### src/rtl/serial_subtractor_if.sv
// Operand/result bundle between a requester and the bit-serial subtractor.
interface serial_subtractor_if #(
    parameter int WIDTH = 8
);
    logic             start;
    logic [WIDTH-1:0] A;
    logic [WIDTH-1:0] B;
    logic             busy;
    logic             done;
    logic [WIDTH-1:0] Diff;
    logic             Borrow;

    modport master (
        output start, A, B,
        input  busy, done, Diff, Borrow
    );

    modport slave (
        input  start, A, B,
        output busy, done, Diff, Borrow
    );
endinterface

### src/rtl/serial_subtractor.sv
// Bit-serial LSB-first subtractor: one full-subtractor bit per clock, WIDTH-cycle latency.
module serial_subtractor #(
    parameter int WIDTH = 8
) (
    input  logic              clk,
    input  logic              rst_n,
    serial_subtractor_if.slave bus
);
    localparam int CW = (WIDTH > 1) ? $clog2(WIDTH) : 1;

    typedef enum logic [1:0] {
        IDLE  = 2'd0,
        SHIFT = 2'd1,
        DONE  = 2'd2
    } state_e;

    state_e           state_q;
    logic [WIDTH-1:0] a_q;
    logic [WIDTH-1:0] b_q;
    logic [WIDTH-1:0] res_q;
    logic [WIDTH-1:0] diff_q;
    logic [CW-1:0]    cnt_q;
    logic             bin_q;
    logic             borrow_q;
    logic             busy_q;
    logic             done_q;

    logic             a0;
    logic             b0;
    logic             hs1_diff;
    logic             hs1_borrow;
    logic             hs2_diff;
    logic             hs2_borrow;
    logic             bout;
    logic             last_bit;
    logic [WIDTH-1:0] res_d;

    // Full subtractor built from two half-subtractor stages plus an OR of their borrows.
    assign a0         = a_q[0];
    assign b0         = b_q[0];
    assign hs1_diff   = a0 ^ b0;
    assign hs1_borrow = ~a0 & b0;
    assign hs2_diff   = hs1_diff ^ bin_q;
    assign hs2_borrow = ~hs1_diff & bin_q;
    assign bout       = hs1_borrow | hs2_borrow;

    assign res_d    = {hs2_diff, res_q[WIDTH-1:1]};
    assign last_bit = (cnt_q == CW'(WIDTH - 1));

    // NOTE: every register below is updated with <= so all of them sample the same pre-edge values.
    always_ff @(posedge clk or negedge rst_n) begin
        if (!rst_n) begin
            state_q  <= IDLE;
            a_q      <= '0;
            b_q      <= '0;
            res_q    <= '0;
            diff_q   <= '0;
            cnt_q    <= '0;
            bin_q    <= 1'b0;
            borrow_q <= 1'b0;
            busy_q   <= 1'b0;
            done_q   <= 1'b0;
        end else begin
            case (state_q)
                IDLE: begin
                    done_q <= 1'b0;
                    if (bus.start) begin
                        a_q     <= bus.A;
                        b_q     <= bus.B;
                        res_q   <= '0;
                        bin_q   <= 1'b0;
                        cnt_q   <= '0;
                        busy_q  <= 1'b1;
                        state_q <= SHIFT;
                    end
                end
                SHIFT: begin
                    a_q   <= a_q >> 1;
                    b_q   <= b_q >> 1;
                    res_q <= res_d;
                    bin_q <= bout;
                    cnt_q <= cnt_q + CW'(1);
                    if (last_bit) begin
                        diff_q   <= res_d;
                        borrow_q <= bout;
                        done_q   <= 1'b1;
                        state_q  <= DONE;
                    end
                end
                DONE: begin
                    done_q  <= 1'b0;
                    busy_q  <= 1'b0;
                    state_q <= IDLE;
                end
                default: begin
                    done_q  <= 1'b0;
                    busy_q  <= 1'b0;
                    state_q <= IDLE;
                end
            endcase
        end
    end

    assign bus.busy   = busy_q;
    assign bus.done   = done_q;
    assign bus.Diff   = diff_q;
    assign bus.Borrow = borrow_q;
endmodule

### src/flat_wrapper.sv
// flat-port wrapper written by rule: the top's interface ports become plain ports
module serial_subtractor_flat 
#(
    parameter int WIDTH = 8
)
  (clk, rst_n, bus_start, bus_A, bus_B, bus_busy, bus_done, bus_Diff, bus_Borrow);
  serial_subtractor_if #(.WIDTH(WIDTH)) bus_i ();
  input  logic clk;
  input  logic rst_n;
  input wire logic [$bits(bus_i.start)-1:0] bus_start;
  input wire logic [$bits(bus_i.A)-1:0] bus_A;
  input wire logic [$bits(bus_i.B)-1:0] bus_B;
  output wire logic [$bits(bus_i.busy)-1:0] bus_busy;
  output wire logic [$bits(bus_i.done)-1:0] bus_done;
  output wire logic [$bits(bus_i.Diff)-1:0] bus_Diff;
  output wire logic [$bits(bus_i.Borrow)-1:0] bus_Borrow;
  assign bus_i.start = bus_start;
  assign bus_i.A = bus_A;
  assign bus_i.B = bus_B;
  assign bus_busy = bus_i.busy;
  assign bus_done = bus_i.done;
  assign bus_Diff = bus_i.Diff;
  assign bus_Borrow = bus_i.Borrow;
  serial_subtractor #(.WIDTH(WIDTH)) u_core (.clk(clk), .rst_n(rst_n), .bus(bus_i));
endmodule
### config.mk
export PLATFORM = sky130hd
export DESIGN_NAME = serial_subtractor_flat
export DESIGN_NICKNAME = d
export VERILOG_FILES = /design/src/rtl/serial_subtractor_if.sv /design/src/rtl/serial_subtractor.sv /design/src/flat_wrapper.sv
export SDC_FILE = /design/constraint.sdc
export NUM_CORES = 1
export LEC_CHECK = 0
export CAP_MARGIN = 20
export CORE_ASPECT_RATIO = 1.25
export CORE_UTILIZATION = 30
export DETAILED_ROUTE_END_ITERATION = 10
export SKIP_CTS_REPAIR_TIMING = 1
export SLEW_MARGIN = 5
export SYNTH_ARGS = -nofsm -noshare
export SYNTH_HDL_FRONTEND = slang
export SYNTH_SLANG_ARGS = --single-unit
### constraint.sdc
create_clock -name clk -period 2 [get_ports clk]
set_input_delay 0.4 -clock clk [delete_from_list [all_inputs] [get_ports clk]]
set_output_delay 0.4 -clock clk [all_outputs]
set_load 0.005 [all_outputs]
# ---- Yosys cells after proc, flatten, opt, wreduce, memory -nomap -nowiden
# Cells that the tools add are included.
# W data, S select, Z words.
dict set report totals {
  output_inout_bits 11
  wordCells 46
  reg_bits 41
  input_bits 19
}
dict set report op_classes {
  n_reduce_logical 6
  eq_ne 4
  add_sub_neg 1
  muxes 17
  bitwise_logic 8
}
# operator n
set op_table {}
lappend op_table {{$pmux W8 S2} 3}
lappend op_table {{$mux W8} 3}
lappend op_table {{$reduce_and A2 Y1} 4}
lappend op_table {{$pmux W3 S2} 1}
lappend op_table {{$mux W1} 4}
lappend op_table {{$mux W2} 2}
lappend op_table {{$pmux W1 S2} 2}
lappend op_table {{$pmux W2 S2} 1}
lappend op_table {{$add A3 B1 Y3 const B} 1}
lappend op_table {{$eq A3 B3 Y1 const B} 1}
lappend op_table {{$mux W3} 1}
lappend op_table {{$not A1 Y1} 3}
lappend op_table {{$and A1 B1 Y1} 2}
lappend op_table {{$eq A2 B1 Y1 const B} 1}
lappend op_table {{$logic_not A2 Y1} 1}
lappend op_table {{$ne A2 B1 Y1 const B} 1}
lappend op_table {{$ne A2 B2 Y1 const B} 1}
lappend op_table {{$reduce_bool A2 Y1} 1}
lappend op_table {{$xor A1 B1 Y1} 2}
lappend op_table {{$or A1 B1 Y1} 1}

# ---- Logic depth before layout (Yosys ltp)
dict set report depth {
  ltp_word 5
  mapped_depth 5
  ltp_nobuf 4
}

# ---- Least setup slack after synthesis
# Ideal clock, no wire load.
dict set report synth_timing {
  path_kind {reg-to-reg}
  from {register u_core.cnt_q[0]}
  to {register u_core.diff_q[0] (netlist: u_core.bus.Diff[0])}
  path_stages_with_launch 6
  required_ps 1875
  path_slack_ps 505
  setup_ps 125
  period_less_slack_ps 1495
  arrival_time_ps 1370
  path_buffers 1
  path_cell_list {dfrtp_1 > ha_1 > ha_1 > nand3b_1 > buf_2 > mux2_2}
}
dict set report synth_via {
  elab_chain_len 2
}
# element line
set synth_rtl {}
lappend synth_rtl {{start: declaration} serial_subtractor.sv:22} ;# logic [CW-1:0] cnt_q;
lappend synth_rtl {{start signal: assignment} serial_subtractor.sv:82} ;# cnt_q <= cnt_q + CW'(1);
lappend synth_rtl {{$eq A3 B3 Y1} serial_subtractor.sv:48} ;# assign last_bit = (cnt_q == CW'(WIDTH - 1));
lappend synth_rtl {{$reduce_and A2 Y1 (no line)} n/a}
lappend synth_rtl {{end signal: assignment} serial_subtractor.sv:84} ;# diff_q <= res_d;
lappend synth_rtl {{end: declaration} serial_subtractor.sv:21} ;# logic [WIDTH-1:0] diff_q;
# No other way between the ends.
# A chain may end at the register's enable or synchronous reset.

# ---- Worst setup path after layout
dict set report layout_timing {
  from {register u_core.cnt_q[0]}
  to {register u_core.diff_q[7] (netlist: u_core.bus.Diff[7])}
}
# The elaborated chain is that of the path after synthesis.

==> flow_summary.toml <==
[outcome]
status = "finished clean"

[floorplan]
core_area_um2 = 5560
rows = 30
dieHeight_um = 88.0
die-area_um2 = 6230
start_util_pct = 32.0
fp.dieW_um = 70.8
pin_count = 30

[timing]
worst_slew_pin_slew_ns = 0.812
period_minus_slack_ns = 1.76
tns_ns = 0
fin_crit_sh_pct = 87.9
slew_viol_final = 0
finalSetupViolCount = 0
final_hold_viol_count = 0
max_freq_mhz = 569
rsz0062_at_grt = "false"
max_slew_margin_pct = 45.7
fin_worst_skew_ns = 0.00886

[clocking]
cts.clk_slew.worst_paths_ns = 0.08
cts_num_sinks = 40
cts_buffers = 5
worstSkewPairLatency_ns = 0.29
clockBufferDepth = 2
clockRootBuffer = "clkbuf_8"
cts_max_level = 2
cts_tree = "yes"

[yosys]
synth_area_leader_cell = "dfrtp_1"
yosys.area_share.simple_pct = 13.6
synth_common_cells = "dfrtp_1 (40), inv_1 (15), a22o_1 (11), nor4b_1 (11), nor3b_1 (10)"
synth_fp_nets = 162
synth-compound-area-share_pct = 14.7
synth-edff-count = 0
synth_top_area_share_pct = 56.4
yosysUniqueCellTypes = 25
synth-xor-area-share_pct = 0
syn_avg_cell_area_um2 = 12.7
ys_ff_latch = 40
ys_warn_count = 0
synth_cells = 140
synthAdderAreaFrac_pct = 2.54
async_flop_share_pct = 100
synth_top_family_by_area = "compound AO/OA/AOI/OAI gates"
yosysMostFrequentCell = "dfrtp_1"
synth.area.mux_share_pct = 6.20
synth.top_cells.by_area = "dfrtp_1 (56%), a22o_1 (5.4%), nor4b_1 (5.4%)"
synthFlopType = "dfrtp_1"
syn_area_um2 = 1780
ys_seq_area_share_pct = 56.4

[worst_hold_path]
hp-class = "input pin to async pin"

[worst_setup_path]
end_kind = "register"
worst_ep_required_time_ns = 2.17
r2r_slack_ns = 0.24
r2r_end = "u_core.bus.Diff[7]$_DFFE_PN0P_"
startpoint_type = "register"
timing.rr.start = "u_core.cnt_q[0]$_DFFE_PN0P_"
r2r_cells = 4
crit_fanout = 10
critPathKind = "register to register"
cp.arrival_ns = 1.93

[placement]
gp_congestion = 0.706
dp_hpwl_um = 2300
io_buffers = 29

[grt]
grt_pass1_vias = 1171
grt_first_pass_wirelength_um = 5620
grt_max_degree = 41
antenna_found_initial = 0
grt_overflow = 0
grtUsageTotal_pct = 11.6

[drt]
wl_met2_um = 1540
wl_met3_um = 163
vias_per_cell = 5.10
top_layer = "met4"
drt_iter0_drc = 71
routed_wl_um = 3340
ant_nets = 0
drc = 0
m1WireLength_um = 1600
num_vias = 1193
routedWlPerCell_um = 14.3
drt_first_pass_iters = 6

[pwr]
power.density_nw_per_um2 = 1420
irDropWorstVdd_mv = 0.457
p_leak_nw = 0.962

[final_layout]
num-nets-final = 191
area_growth_pct = 24.1
drive_gt1_share_pct = 14.7
final_core_util_pct = 39.7
diodes = 0

[job]
drv_cap = 0
==> flip-flops by register name, summed over array words and instances (netlist names) <==
register,count
u_core.a_q,8
u_core.b_q,8
u_core.bin_q,1
u_core.bus.Borrow,1
u_core.bus.Diff,8
u_core.bus.busy,1
u_core.bus.done,1
u_core.cnt_q,3
u_core.res_q,7
u_core.state_q,2
==> worst max path at each step <==
stage | startpoint | endpoint | cells past startpoint
after floorplan | u_core.cnt_q[0]$_DFFE_PN0P_ | u_core.bus.Diff[0]$_DFFE_PN0P_ | 5
after global placement | bus_start | u_core.b_q[0]$_DFFE_PN0P_ | 4
after detailed placement | bus_start | u_core.b_q[6]$_DFFE_PN0P_ | 4
after CTS | u_core.cnt_q[0]$_DFFE_PN0P_ | u_core.bus.Diff[6]$_DFFE_PN0P_ | 4
after global routing | u_core.cnt_q[0]$_DFFE_PN0P_ | u_core.bus.Diff[6]$_DFFE_PN0P_ | 4
final | u_core.cnt_q[0]$_DFFE_PN0P_ | u_core.bus.Diff[7]$_DFFE_PN0P_ | 4
==> kinds of logic after synthesis <==
logic type                 Yosys count
AOI/OAI and AO/OA                   30
adders and majority gates            3
buffers and inverters               26
DFF                                 40
muxes                               10
and+or+nand+nor                     31
==> metrics by stage <==
step | total power, mW | std cells | area (µm²) | hold slack (ns) | setup WS (ns)
after floorplan | 2.19 | 140 | 1780 | 0.104 | 0.505
after global placement | 2.56 | 226 | 2110 | 0.476 | 0.231
after detailed placement | 2.62 | 226 | 2110 | 0.482 | 0.155
after CTS | 3.18 | 234 | 2200 | 0.171 | 0.226
after global routing | 3.37 | 234 | 2200 | 0.193 | 0.144
final | 3.14 | 234 | 2200 | 0.149 | 0.241
==> report_power, final <==
group | switching (mW) | internal [mW]
registers | 0.221 | 1.18
clock network | 0.269 | 0.280
logic | 0.518 | 0.673
==> cell type report <==
type / instances / area [µm²]
Tap cell: 64 / 80.1
Multi-Input combinational cell: 74 / 657
Clock inverter: 1 / 7.51
Inverter: 15 / 56.3
Timing Repair Buffer: 33 / 315
Fill cell: 527 / 3350
Sequential cell: 40 / 1000
Clock buffer: 7 / 86.3
==> layer usage <==
layer	GRT usage [%]	vias to the layer above
met5	0	-
met4	3.27	0
met3	3.45	6
met2	18.8	36
met1	15.3	583
li1	-	568
==> critical path, cell delays in order (launching register included) <==
cell and delay, ns:
dfrtp_1 0.40, ha_1 0.21, ha_1 0.22, nand3b_1 0.42, mux2_2 0.40
==> placed cells by master, fill, tap and decap left out <==
cell type and instances:
clkbuf_8 6, a211oi_1 9, mux2i_1 2, nand3b_1 1, o21ba_2 1, clkbuf_1 1, nand2b_1 3, buf_4 4
buf_2 1, o221a_2 3, clkdlybuf4s50_1 28, ha_1 2, inv_1 15, fa_1 1, nor3b_1 10, clkinvlp_4 1
a221oi_1 2, a22o_1 11, nor4b_1 11, mux2_2 8, a21oi_1 2, dfrtp_1 40, or4b_1 3, nor2_1 2
o21bai_4 1, nor2b_1 1, o22ai_1 1
(Power assumes the default switching activity.)
